### src/rtl/multi_cycle_ctrl.sv
// multi_cycle_ctrl
// Moore sequencing controller for the multi-cycle MIPS datapath. One state
// per datapath step; R-type, lw, sw, beq and j are supported. The IF and
// memory states hold on a mem_ready handshake. While rst_n is low, every
// write/strobe output is forced low combinationally so nothing architectural
// can change during reset.

module multi_cycle_ctrl #(
  parameter logic [5:0] OP_R   = 6'h00,
  parameter logic [5:0] OP_LW  = 6'h23,
  parameter logic [5:0] OP_SW  = 6'h2B,
  parameter logic [5:0] OP_BEQ = 6'h04,
  parameter logic [5:0] OP_J   = 6'h02
) (
  input  logic       clk,
  input  logic       rst_n,
  input  logic [5:0] op,
  input  logic       mem_ready,
  output logic       PCWrite,
  output logic       PCWriteCond,
  output logic [1:0] PCSource,
  output logic       IorD,
  output logic       MemRead,
  output logic       MemWrite,
  output logic       IRWrite,
  output logic       MemToReg,
  output logic       RegDst,
  output logic       RegWrite,
  output logic       ALUSrcA,
  output logic [1:0] ALUSrcB,
  output logic [1:0] ALUop,
  output logic       instr_done,
  output logic       illegal_op,
  output logic [3:0] state
);

  // State codes are visible on the debug port, so they are fixed explicitly.
  typedef enum logic [3:0] {
    S_IF      = 4'd0,
    S_ID      = 4'd1,
    S_MEM_ADR = 4'd2,
    S_MEM_RD  = 4'd3,
    S_LW_WB   = 4'd4,
    S_MEM_WR  = 4'd5,
    S_R_EX    = 4'd6,
    S_R_WB    = 4'd7,
    S_BEQ     = 4'd8,
    S_JMP     = 4'd9
  } state_t;

  state_t r_state;
  state_t w_next_state;

  // Decoded (pre-gating) control values.
  logic       w_pc_write;
  logic       w_pc_write_cond;
  logic [1:0] w_pc_source;
  logic       w_iord;
  logic       w_mem_read;
  logic       w_mem_write;
  logic       w_ir_write;
  logic       w_mem_to_reg;
  logic       w_reg_dst;
  logic       w_reg_write;
  logic       w_alu_src_a;
  logic [1:0] w_alu_src_b;
  logic [1:0] w_alu_op;
  logic       w_instr_done;
  logic       w_illegal_op;

  // True when the opcode is one this controller knows how to sequence.
  function automatic logic f_is_legal_op(input logic [5:0] opc);
    return (opc == OP_R)  || (opc == OP_LW) || (opc == OP_SW) ||
           (opc == OP_BEQ) || (opc == OP_J);
  endfunction

  // State register; asynchronous reset returns the controller to fetch.
  always_ff @(posedge clk or negedge rst_n) begin
    if (!rst_n) begin
      r_state <= S_IF;
    end else begin
      r_state <= w_next_state;
    end
  end

  // Next-state selection; op is only looked at in ID and MEM_ADR.
  always_comb begin
    w_next_state = S_IF;
    case (r_state)
      S_IF: begin
        if (mem_ready) w_next_state = S_ID;
        else           w_next_state = S_IF;
      end
      S_ID: begin
        if ((op == OP_LW) || (op == OP_SW)) w_next_state = S_MEM_ADR;
        else if (op == OP_R)                w_next_state = S_R_EX;
        else if (op == OP_BEQ)              w_next_state = S_BEQ;
        else if (op == OP_J)                w_next_state = S_JMP;
        else                                w_next_state = S_IF;
      end
      S_MEM_ADR: begin
        // op cannot change after fetch, so only lw/sw reach here; anything
        // else is treated as a dead end and refetches.
        if (op == OP_LW)      w_next_state = S_MEM_RD;
        else if (op == OP_SW) w_next_state = S_MEM_WR;
        else                  w_next_state = S_IF;
      end
      S_MEM_RD: begin
        if (mem_ready) w_next_state = S_LW_WB;
        else           w_next_state = S_MEM_RD;
      end
      S_LW_WB:  w_next_state = S_IF;
      S_MEM_WR: begin
        if (mem_ready) w_next_state = S_IF;
        else           w_next_state = S_MEM_WR;
      end
      S_R_EX:   w_next_state = S_R_WB;
      S_R_WB:   w_next_state = S_IF;
      S_BEQ:    w_next_state = S_IF;
      S_JMP:    w_next_state = S_IF;
      default:  w_next_state = S_IF;
    endcase
  end

  // Moore output decode; mem_ready and op only qualify handshake/flag bits.
  always_comb begin
    w_pc_write      = 1'b0;
    w_pc_write_cond = 1'b0;
    w_pc_source     = 2'b00;
    w_iord          = 1'b0;
    w_mem_read      = 1'b0;
    w_mem_write     = 1'b0;
    w_ir_write      = 1'b0;
    w_mem_to_reg    = 1'b0;
    w_reg_dst       = 1'b0;
    w_reg_write     = 1'b0;
    w_alu_src_a     = 1'b0;
    w_alu_src_b     = 2'b00;
    w_alu_op        = 2'b00;
    w_instr_done    = 1'b0;
    w_illegal_op    = 1'b0;
    case (r_state)
      S_IF: begin
        // PC+4 is computed every fetch cycle but only committed with the IR.
        w_mem_read  = 1'b1;
        w_alu_src_b = 2'b01;
        w_ir_write  = mem_ready;
        w_pc_write  = mem_ready;
      end
      S_ID: begin
        // Branch target precomputed into ALUOut while decoding.
        w_alu_src_b  = 2'b11;
        w_illegal_op = ~f_is_legal_op(op);
      end
      S_MEM_ADR: begin
        w_alu_src_a = 1'b1;
        w_alu_src_b = 2'b10;
      end
      S_MEM_RD: begin
        w_mem_read = 1'b1;
        w_iord     = 1'b1;
      end
      S_LW_WB: begin
        w_reg_write  = 1'b1;
        w_mem_to_reg = 1'b1;
        w_instr_done = 1'b1;
      end
      S_MEM_WR: begin
        // Write strobe held through stalls; the instruction ends on accept.
        w_mem_write  = 1'b1;
        w_iord       = 1'b1;
        w_instr_done = mem_ready;
      end
      S_R_EX: begin
        w_alu_src_a = 1'b1;
        w_alu_op    = 2'b10;
      end
      S_R_WB: begin
        w_reg_write  = 1'b1;
        w_reg_dst    = 1'b1;
        w_instr_done = 1'b1;
      end
      S_BEQ: begin
        w_alu_src_a     = 1'b1;
        w_alu_op        = 2'b01;
        w_pc_write_cond = 1'b1;
        w_pc_source     = 2'b01;
        w_instr_done    = 1'b1;
      end
      S_JMP: begin
        w_pc_write   = 1'b1;
        w_pc_source  = 2'b10;
        w_instr_done = 1'b1;
      end
      default: begin
        w_pc_write = 1'b0;
      end
    endcase
  end

  // Strobes are masked by rst_n so a reset asserted between edges kills any
  // in-flight write immediately rather than at the next clock.
  assign PCWrite     = w_pc_write      & rst_n;
  assign PCWriteCond = w_pc_write_cond & rst_n;
  assign IRWrite     = w_ir_write      & rst_n;
  assign RegWrite    = w_reg_write     & rst_n;
  assign MemWrite    = w_mem_write     & rst_n;
  assign MemRead     = w_mem_read      & rst_n;
  assign instr_done  = w_instr_done    & rst_n;
  assign illegal_op  = w_illegal_op    & rst_n;

  // Mux selects are harmless during reset and show their IF values.
  assign PCSource = w_pc_source;
  assign IorD     = w_iord;
  assign MemToReg = w_mem_to_reg;
  assign RegDst   = w_reg_dst;
  assign ALUSrcA  = w_alu_src_a;
  assign ALUSrcB  = w_alu_src_b;
  assign ALUop    = w_alu_op;
  assign state    = r_state;

endmodule
### config.mk
export PLATFORM = sky130hd
export DESIGN_NAME = multi_cycle_ctrl
export DESIGN_NICKNAME = d
export VERILOG_FILES = /design/src/rtl/multi_cycle_ctrl.sv
export SDC_FILE = /design/constraint.sdc
export NUM_CORES = 1
export LEC_CHECK = 0
export ABC_AREA = 1
export BUFFER_PORTS_ARGS = -buffer_cell sky130_fd_sc_hd__buf_2
export CAP_MARGIN = 20
export CORE_MARGIN = 2
export CORE_UTILIZATION = 36
export CTS_BUF_LIST = sky130_fd_sc_hd__clkbuf_4 sky130_fd_sc_hd__clkbuf_8 sky130_fd_sc_hd__clkbuf_16
export CTS_CLUSTER_DIAMETER = 80
export DETAILED_ROUTE_END_ITERATION = 7
export HOLD_SLACK_MARGIN = 0.05
export MAX_ROUTING_LAYER = met4
export PLACE_DENSITY = 0.81
export SLEW_MARGIN = 20
export SYNTH_ARGS = -nofsm -noshare
export SYNTH_HDL_FRONTEND = slang
export SYNTH_SLANG_ARGS = --single-unit
### constraint.sdc
create_clock -name clk -period 1.07 [get_ports clk]
set_input_delay 0.107 -clock clk [delete_from_list [all_inputs] [get_ports clk]]
set_output_delay 0.107 -clock clk [all_outputs]
set_load 0.05 [all_outputs]
==> results_dict.tcl, run 1 <==
set metrics [dict create \
    io_pins 31 \
    dp_hpwl_um 1540 \
    syn-num-nets 100 \
    dpl_cell_area_sq_um 928 \
    ys.warnings.count 0 \
    haltStage "clock tree synthesis (4_1_cts)" \
    htreeDepth 1 \
    yosysUniqueCellTypes 11 \
    error "[ERROR DPL-0033] detailed placement checks failed during check placement." \
    cts_resized 64 \
    synth_area_sq_um 469 \
    cts-root-to-sink-buffers 2 \
    status "did not finish" \
    effective_utilization_at_floorplan 0.375 \
    port-buffer-count 30 \
    synth_seq_area_share 0.213 \
    gpl.final_weighted_congestion 0.785 \
    rows 13 \
    average_size_of_a_mapped_cell_sq_um 5.16 \
    dp_cells 157 \
    post-cts-setup-buffer-count 5 \
    tritoncts.num_buffers 3 \
    synth_top_cell_area_share 0.216 \
    clock_sink_count 4 \
    cts-root-buf "sky130_fd_sc_hd__clkbuf_4" \
    yosysTopAreaCell "sky130_fd_sc_hd__nor2_1" \
    hold_buffers 1 \
    netlist_top_cells_area "sky130_fd_sc_hd__nor2_1, sky130_fd_sc_hd__dfrtp_1, sky130_fd_sc_hd__inv_1, sky130_fd_sc_hd__nand3_1, sky130_fd_sc_hd__nand2_1" \
    die_height_um 40.1 \
    synthesized_netlist_cell_count 91 \
    synth-seq-cells 4 \
    dieWidth_um 40.1 \
]
==> Yosys cell counts (all sizes together) <==
| library cell | number |
|---|---|
| a21oi | 3 |
| dfrtp | 4 |
| inv | 19 |
| nand2 | 17 |
| nand3 | 14 |
| nand3b | 1 |
| nand4 | 1 |
| nor2 | 30 |
| o21ai | 2 |
==> metrics by stage <==
step           setup TNS [ps]  hold WS, ps  worst slack (ps)   util
2_1_floorplan           -6540         -189              -488      -
3_3_place_gp            -4460         4.60              -299  0.741
3_5_place_dp            -5390         14.4              -343  0.741
==> logic make-up after synthesis <==
group,after synthesis,synth area share
AOI/OAI and AO/OA,5,0.0533
DFF,4,0.213
buffers and inverters,19,0.152
and+or+nand+nor,63,0.581
==> run 2: changes to the inputs <==
CORE_AREA = 2 2 63 65   (was not set)
CORE_MARGIN = not set   (was 2)
CORE_UTILIZATION = not set   (was 36)
CTS_BUF_LIST = not set   (was sky130_fd_sc_hd__clkbuf_4 sky130_fd_sc_hd__clkbuf_8 sky130_fd_sc_hd__clkbuf_16)
CTS_CLUSTER_DIAMETER = not set   (was 80)
DIE_AREA = 0 0 65 67   (was not set)
HOLD_SLACK_MARGIN = not set   (was 0.05)
MAX_ROUTING_LAYER = not set   (was met4)
PLACE_DENSITY = not set   (was 0.81)
PLACE_DENSITY_LB_ADDON = 0.15   (was not set)
clock period = 1.4 ns   (was 1.07 ns; I/O delays follow)
==> results_dict.tcl, run 2 <==
set metrics [dict create \
    synthesized_netlist_cell_count 91 \
    synthSimpleGateAreaFrac 0.581 \
    coreArea_sq_um 3610 \
    tritoncts_clock_tree "yes" \
    timing.critical_path.slowest_cell_delay_ps 460 \
    worst_setup_margin_ps -179 \
    die-area_sq_um 4360 \
    tritoncts.num_buffers 3 \
    drtPass1Iterations 4 \
    cts-root-to-sink-buffers 2 \
    cap_violations 0 \
    dieWidth_um 65 \
    maximum_fanout_count_along_the_critical_path 6 \
    synth_top_cells_by_count "sky130_fd_sc_hd__nor2_1, sky130_fd_sc_hd__inv_1, sky130_fd_sc_hd__nand2_1" \
    most-common-layout-cells "sky130_fd_sc_hd__buf_4, sky130_fd_sc_hd__buf_6, sky130_fd_sc_hd__nor2_4" \
    dp_cells 185 \
    largest_register_ff_count 4 \
    worst-r2r-setup-slack_ps 50 \
    worst_setup_path_end_kind "primary output" \
    yosys.cell_count.top_type "sky130_fd_sc_hd__nor2_1" \
    finalHoldViolations 0 \
    synth_top_cell_area_share 0.216 \
    yosysUniqueCellTypes 11 \
    yosys_most_used_dff "sky130_fd_sc_hd__dfrtp_1" \
    worstMarginPinSlew_ps 614 \
    remaining_drc_errors 0 \
    rows 22 \
    post_synthesis_share_of_cell_area_spent_on_full_adders_half_adders_and_majority_gates 0 \
    fin_setup_tns_ps -1250 \
    clock_sink_count 4 \
    worst_skew_pair.late_latency_ps 210 \
    syn-num-nets 100 \
    synth_area_sq_um 469 \
    finalCritPeriodShare 1.13 \
    layout.core_utilization 0.357 \
    status "complete, but fails checks" \
    antenna-diode-count 0 \
    grt_max_degree 8 \
    timing.critical_path.buf_inv 2 \
    yosysTopAreaCell "sky130_fd_sc_hd__nor2_1" \
    critical_path_data_required_time_ps 1260 \
    timing.max_slew.rel_slack 0.590 \
    achievable-frequency_ghz 0.633 \
    period_minus_slack_ps 1580 \
    dp_hpwl_um 1560 \
    grt_setup_unrepaired "true" \
    final_layout_size_suffix_gt1_frac 0.703 \
    fillerInstances 400 \
    p_leak_uw 0.000608 \
    cp-start-kind "flop" \
    remaining_global_route_overflow 0 \
    netlist_top_cells_area "sky130_fd_sc_hd__nor2_1, sky130_fd_sc_hd__dfrtp_1, sky130_fd_sc_hd__inv_1, sky130_fd_sc_hd__nand3_1, sky130_fd_sc_hd__nand2_1" \
    critPathArrivalTime_ps 1440 \
    gpl.final_weighted_congestion 0.777 \
    setup.worst_path.class "reg -> out" \
    grt_pass1_wl_um 3020 \
    maxSlewViolCount 0 \
    effective_utilization_at_floorplan 0.130 \
    die_height_um 67 \
    drt_first_iter_violations 10 \
    final-setup-viol-count 14 \
    port-buffer-count 30 \
    ys.warnings.count 0 \
    cts-root-buf "sky130_fd_sc_hd__clkbuf_8" \
    synth-seq-cells 4 \
    yosys.area_share.xor_xnor 0 \
    io_pins 31 \
    largest_family_of_logic_cells_by_synthesized_area "simple AND/OR/NAND/NOR gates" \
    grt_antenna_before_repair 0 \
    synth_seq_area_share 0.213 \
    final_common_cell "sky130_fd_sc_hd__buf_4" \
    synth.area.mux_share 0 \
    maximum_vdd_drop_v 0.000245 \
    htreeDepth 1 \
    violations_in_the_final_reports "negative setup slack" \
    route.antenna.remaining_nets 0 \
    vias 751 \
    global_route_usage_over_all_layers 0.0905 \
    synth_enable_flop_cells 0 \
    timing.critical_path.max_delay_family "flip-flops" \
    stdcell_count 196 \
    hold_path.class "in -> reg" \
    cp_slowest_cell "sky130_fd_sc_hd__dfrtp_2" \
    final_net_count 159 \
    cp_cell_sequence "nand2_2, inv_2, o21ai_4, nand2_1, nor2_2, nor2_4, buf_6" \
    vias_per_cell 3.83 \
    area_growth_pct 175 \
    skew_ps 0.0958 \
    powerDensity_nw_per_um2 527 \
    postSynth.asyncResetShare 1.00 \
    first_global_vias 710 \
    synth_compound_gate_area_share 0.0533 \
    wl_um 1970 \
    route.detailed.wl_per_inst_um 10.1 \
    average_size_of_a_mapped_cell_sq_um 5.16 \
    clk_pin_slew_ps 30 \
]
-- run 2: cell counts after synthesis --
Identical to the previous run, type by type.
-- run 2: tightest hold or removal path: cells and delay by family --
family / cells / cell delay [ps]
and+or+nand+nor: 2 / 140
buffers and inverters: 1 / 100
-- run 2: through the flow --
step	setup slack, ps	power (uW)	area (sq um)	hold WS (ps)
after floorplan	-191	285	592	-156
after global placement	-61.0	363	922	44.1
after detailed placement	-74.4	364	922	55.4
after CTS	-139	664	1180	217
after global routing	-249	718	1290	229
final	-179	679	1290	210
-- run 2: layer usage --
layer	vias up	track usage	part of all wire
met5	-	0	0
li1	394	-	-
met3	0	0.00169	0.040
met4	0	0.0479	0
met2	23	0.170	0.57
met1	334	0.104	0.39
-- run 2: cells by family after synthesis --
logic type      count (synthesis)
flops                           4
compound gates                  5
simple gates                   63
buf+inv                        19
-- run 2: worst paths after layout --
path                           from         end  depth (start not counted)
max                        state[1]  instr_done                          7
min                           op[3]    state[2]                          3
max reg2reg                state[2]    state[1]                          6
min reg2reg                state[2]    state[3]                          5
max in group asynchronous     rst_n    state[1]                          3
min in group asynchronous     rst_n    state[3]                          3
-- run 2: final cells by class --
class                           instances  area [sq um]  share of cell area
Inverter                               19          86.3              0.0670
Sequential cell                         4           105              0.0816
Timing Repair Buffer                   54           487               0.378
Clock buffer                            3          41.3              0.0320
Tap cell                               48          60.1              0.0466
Multi-Input combinational cell         68           509               0.395
-- run 2: where the power goes --
part / switching, uW / leakage (uW) / internal [uW] / total (uW)
clock network: 55.0 / 0.0000216 / 183 / 238
registers: 8.48 / 0.0000481 / 121 / 130
logic: 185 / 0.000538 / 126 / 311
total: 249 / 0.000608 / 430 / 679
-- run 2: timing repair --
action	in CTS	in global routing
endpoints found under the setup margin	17	18
pin swaps	8	12
setup buffers	4	3
hold buffers	1	0
endpoints found under the hold margin	4	0
gates resized for setup	52	26
No activity file was read; power rests on OpenSTA's default activity.
==> run 3: changes to the inputs <==
CORE_AREA = 3 3 64 66   (was 2 2 63 65)
DIE_AREA = 0 0 67 69   (was 0 0 65 67)
==> results_dict.tcl, run 3 (synthesized netlist as in run 2, its figures left out) <==
set metrics [dict create \
    r2r-end "state[2]" \
    p_leak_uw 0.000612 \
    worst-r2r-setup-slack_ps 20 \
    critical_path.most_common_cell "sky130_fd_sc_hd__nor2_4" \
    dp_cells 184 \
    cts-root-to-sink-buffers 2 \
    whs_endpoint "state[2]" \
    clk_pin_slew_ps 30 \
    final_common_cell "sky130_fd_sc_hd__buf_4" \
    vias_per_cell 3.86 \
    hold_path.class "in -> reg" \
    finalCritPeriodShare 1.10 \
    finalHoldViolations 0 \
    final_net_count 158 \
    timing.critical_path.max_delay_family "flip-flops" \
    clock_sink_count 4 \
    drt_first_iter_violations 8 \
    tritoncts_clock_tree "yes" \
    antenna-diode-count 0 \
    io_pins 31 \
    cp_slowest_cell "sky130_fd_sc_hd__dfrtp_2" \
    cp-start-kind "flop" \
    maximum_fanout_count_along_the_critical_path 4 \
    dpl_cell_area_sq_um 915 \
    global_route_usage_over_all_layers 0.0808 \
    rows 22 \
    area_growth_pct 173 \
    grt_pass1_wl_um 3040 \
    final_layout_size_suffix_gt1_frac 0.680 \
    fin_setup_tns_ps -1120 \
    gpl.final_weighted_congestion 0.848 \
    grt_antenna_before_repair 0 \
    most-common-layout-cells "sky130_fd_sc_hd__buf_4, sky130_fd_sc_hd__nor2_4, sky130_fd_sc_hd__buf_2, sky130_fd_sc_hd__buf_6" \
    htreeDepth 1 \
    worst_hold_slack_ps 213 \
    worst_setup_path_end_kind "primary output" \
    worstMarginPinSlew_ps 613 \
    critical_path_data_required_time_ps 1260 \
    drtPass1Iterations 4 \
    critPathArrivalTime_ps 1410 \
    dp_hpwl_um 1540 \
    route.detailed.wl_per_inst_um 9.59 \
    violations_in_the_final_reports "negative setup slack" \
    final-setup-viol-count 14 \
    worst_setup_margin_ps -146 \
    remaining_global_route_overflow 0 \
    grt_max_degree 8 \
    timing.critical_path.slowest_cell_delay_ps 440 \
    status "complete, but fails checks" \
    setup.worst_path.class "reg -> out" \
    maxSlewViolCount 0 \
    design_area_sq_um 1280 \
    stdcell_count 195 \
    largest_register_ff_count 4 \
    worst_skew_pair.late_latency_ps 210 \
    maximum_vdd_drop_v 0.000234 \
    reg2reg_depth 8 \
    remaining_drc_errors 0 \
    die-area_sq_um 4620 \
    cap_violations 0 \
    route.antenna.remaining_nets 0 \
    cts-root-buf "sky130_fd_sc_hd__clkbuf_8" \
    wl_um 1870 \
    die_height_um 69 \
    skew_ps 1.87 \
    coreArea_sq_um 3630 \
    period_minus_slack_ps 1550 \
    cp_cell_sequence "nor2_4, nand2_4, nor2_4, inv_2, a21oi_4, buf_6" \
    timing.max_slew.rel_slack 0.591 \
    dieWidth_um 67 \
    first_global_vias 722 \
    multi_input_comb_area_sq_um 499 \
    hold_path.startpoint "op[3]" \
    achievable-frequency_ghz 0.647 \
    powerDensity_nw_per_um2 526 \
    seqCellArea_sq_um 105 \
    min_delay_path_depth 3 \
    fillerInstances 408 \
    timing.critical_path.buf_inv 2 \
    reg2reg_from "state[0]" \
    effective_utilization_at_floorplan 0.129 \
    vias 753 \
    port-buffer-count 30 \
    grt_setup_unrepaired "true" \
    tritoncts.num_buffers 3 \
]
run 3: cell count changes in the layout (fill, tap and decap cells not counted), sizes merged:
cell,previous run,this run
buf,53,52
run 3: worst max-delay path by stage:
stage | cells past startpoint | slack, ps | endpoint | start
floorplan | 5 | -190 | PCWriteCond | state[0]
global placement | 4 | -60 | ALUSrcA | state[3]
detailed placement | 4 | -60 | PCWrite | state[1]
CTS | 6 | -150 | PCWrite | state[1]
global route | 6 | -210 | illegal_op | state[3]
finish | 6 | -150 | PCWrite | state[3]
run 3: layout make-up:
cell class,count,area share
Tap cell,48,0.0468
Sequential cell,4,0.0820
Timing Repair Buffer,53,0.382
Clock buffer,3,0.0322
Inverter,19,0.0673
Multi-Input combinational cell,68,0.389
run 3: routing by layer:
layer,routed length [um],part of all wire,GRT usage
met1,750,0.40,0.107
met2,1030,0.55,0.132
met3,88,0.047,0.00489
met4,0,0,0.0338
met5,0,0,0
run 3: timing repair:
action | in CTS | in global routing
hold buffers | 1 | 0
setup endpoints to repair | 17 | 19
endpoints found under the hold margin | 4 | 0
setup buffers | 4 | 4
gates resized for setup | 46 | 33
pin swaps | 9 | 9
run 3: per-stage QoR:
step / setup WS, ps / total power [uW] / util
3_5_place_dp: -59.8 / 364 / 0.252
3_3_place_gp: -60.8 / 363 / 0.252
5_1_grt: -212 / 711 / 0.353
2_1_floorplan: -191 / 285 / -
6_report: -146 / 675 / 0.353
4_1_cts: -146 / 648 / 0.313
run 3: power by group:
part / switching, uW / internal, uW / total (uW) / leakage (uW)
Clock: 54.1 / 183 / 237 / 0.0000216
Combinational: 185 / 125 / 310 / 0.000542
Sequential: 7.17 / 121 / 128 / 0.0000481
Total: 246 / 429 / 675 / 0.000612
run 3: worst reg2reg max path, delay by kind of cell, from the launching register on:
kind / cells / cell delay (ps)
buf+inv: 4 / 510
flops: 1 / 430
simple gates: 4 / 320
==> run 4: changes to the inputs <==
SETUP_SLACK_MARGIN = 0.4   (was not set)
==> results_dict.tcl, run 4 (synthesized netlist as in run 2, its figures left out) <==
set metrics [dict create \
    drt_first_iter_violations 17 \
    gpl.final_weighted_congestion 0.818 \
    critical_path.most_common_cell "sky130_fd_sc_hd__nor2_4" \
    die_height_um 69 \
    tritoncts.num_buffers 3 \
    cts-root-buf "sky130_fd_sc_hd__clkbuf_8" \
    cts-root-to-sink-buffers 2 \
    dp_hpwl_um 1550 \
    worstMarginPinSlew_ps 614 \
    route.detailed.wl_per_inst_um 9.87 \
    grt_pass1_wl_um 3140 \
    finalHoldViolations 0 \
    maxSlewViolCount 0 \
    final-setup-viol-count 15 \
    timing.critical_path.buf_inv 2 \
    worst_setup_margin_ps -127 \
    most-common-layout-cells "sky130_fd_sc_hd__buf_4, sky130_fd_sc_hd__nor2_4, sky130_fd_sc_hd__buf_6" \
    clk_pin_slew_ps 30 \
    cp_cell_sequence "nor2_4, nand2_2, nor2_4, inv_2, a21oi_4, buf_6" \
    htreeDepth 1 \
    final_common_cell "sky130_fd_sc_hd__buf_4" \
    rows 22 \
    finalCritPeriodShare 1.09 \
    first_global_vias 715 \
    area_growth_pct 192 \
    hold_path.class "in -> reg" \
    totalPowerFinal_uw 703 \
    status "complete, but fails checks" \
    critPathArrivalTime_ps 1390 \
    fillerInstances 406 \
    dieWidth_um 67 \
    p_leak_uw 0.000642 \
    tritoncts_clock_tree "yes" \
    maximum_vdd_drop_v 0.000423 \
    period_minus_slack_ps 1530 \
    cap_violations 0 \
    critical_path_data_required_time_ps 1260 \
    violations_in_the_final_reports "negative setup slack" \
    multi_input_comb_area_sq_um 531 \
    clock_sink_count 4 \
    vias_per_cell 3.79 \
    drtPass1Iterations 3 \
    effective_utilization_at_floorplan 0.129 \
    skew_ps 0.335 \
    largest_register_ff_count 4 \
    grt_setup_unrepaired "true" \
    timing.critical_path.max_delay_family "flip-flops" \
    timing.max_slew.rel_slack 0.590 \
    achievable-frequency_ghz 0.655 \
    port-buffer-count 30 \
    cp-start-kind "flop" \
    io_pins 31 \
    remaining_global_route_overflow 0 \
    die-area_sq_um 4620 \
    maximum_fanout_count_along_the_critical_path 4 \
    final_net_count 162 \
    vias 754 \
    wl_um 1960 \
    setup.worst_path.class "reg -> out" \
    antenna-diode-count 0 \
    global_route_usage_over_all_layers 0.0864 \
    remaining_drc_errors 0 \
    seqCellArea_sq_um 105 \
    grt_antenna_before_repair 0 \
    worst_setup_path_end_kind "primary output" \
    worst_skew_pair.late_latency_ps 210 \
    place_ws_ps -51.1 \
    final_layout_size_suffix_gt1_frac 0.722 \
    timing.critical_path.slowest_cell_delay_ps 440 \
    grt_max_degree 8 \
    powerDensity_nw_per_um2 513 \
    route.antenna.remaining_nets 0 \
    cp_slowest_cell "sky130_fd_sc_hd__dfrtp_2" \
    coreArea_sq_um 3630 \
]
[run 4: timing repair]
| action | CTS | global route |
|---|---|---|
| pin swaps | 12 | 12 |
| resized for setup | 63 | 28 |
| setup endpoints to repair | 26 | 25 |
| hold buffers | 1 | 0 |
| endpoints found under the hold margin | 4 | 0 |
| buffers inserted | 6 | 6 |
[run 4: worst paths after layout]
kind,endpoint,depth (start not counted),startpoint,slack [ps]
max,PCWrite,6,state[0],-130
min,state[2],3,op[3],220
max reg2reg,state[0],10,state[1],-50
min reg2reg,state[3],5,state[2],740
max in group asynchronous,state[0],3,rst_n,810
min in group asynchronous,state[2],3,rst_n,410
[run 4: power breakdown]
group | switching, uW | internal [uW]
clock network | 53.0 | 183
registers | 8.16 | 121
logic | 193 | 144
[run 4: routing by layer]
layer	vias to the layer above	track usage	routed length, um
met4	0	0.0405	19
met3	2	0.0114	81
li1	400	-	-
met1	329	0.112	812
met5	-	0	0
met2	23	0.138	1050
[run 4: through the flow]
| step | cells | utilization | area (sq um) | hold slack [ps] | setup TNS (ps) |
|---|---|---|---|---|---|
| 6_report | 199 | 0.377 | 1370 | 216 | -1150 |
| 2_1_floorplan | 91 | - | 602 | -156 | -1090 |
| 3_5_place_dp | 183 | 0.252 | 917 | 53.1 | -93.7 |
| 3_3_place_gp | 183 | 0.252 | 917 | 46.5 | -135 |
| 4_1_cts | 193 | 0.333 | 1210 | 220 | -1350 |
| 5_1_grt | 199 | 0.377 | 1370 | 226 | -2380 |
[run 4: area by class of cell]
cell class	count	area share
Clock buffer	3	0.0302
Inverter	19	0.0576
Multi-Input combinational cell	68	0.388
Sequential cell	4	0.0768
Tap cell	48	0.0439
Timing Repair Buffer	57	0.404
[run 4: worst reg2reg max path, stage by stage, from the launching register on]
cell and delay [ps]:
sky130_fd_sc_hd__dfrtp_2 440, sky130_fd_sc_hd__nor2_4 70, sky130_fd_sc_hd__nand2_2 90, sky130_fd_sc_hd__nor2_4 40, sky130_fd_sc_hd__buf_4 130, sky130_fd_sc_hd__buf_4 120
sky130_fd_sc_hd__buf_6 100, sky130_fd_sc_hd__buf_6 100, sky130_fd_sc_hd__buf_6 100, sky130_fd_sc_hd__nor2_4 70, sky130_fd_sc_hd__nand3_2 60
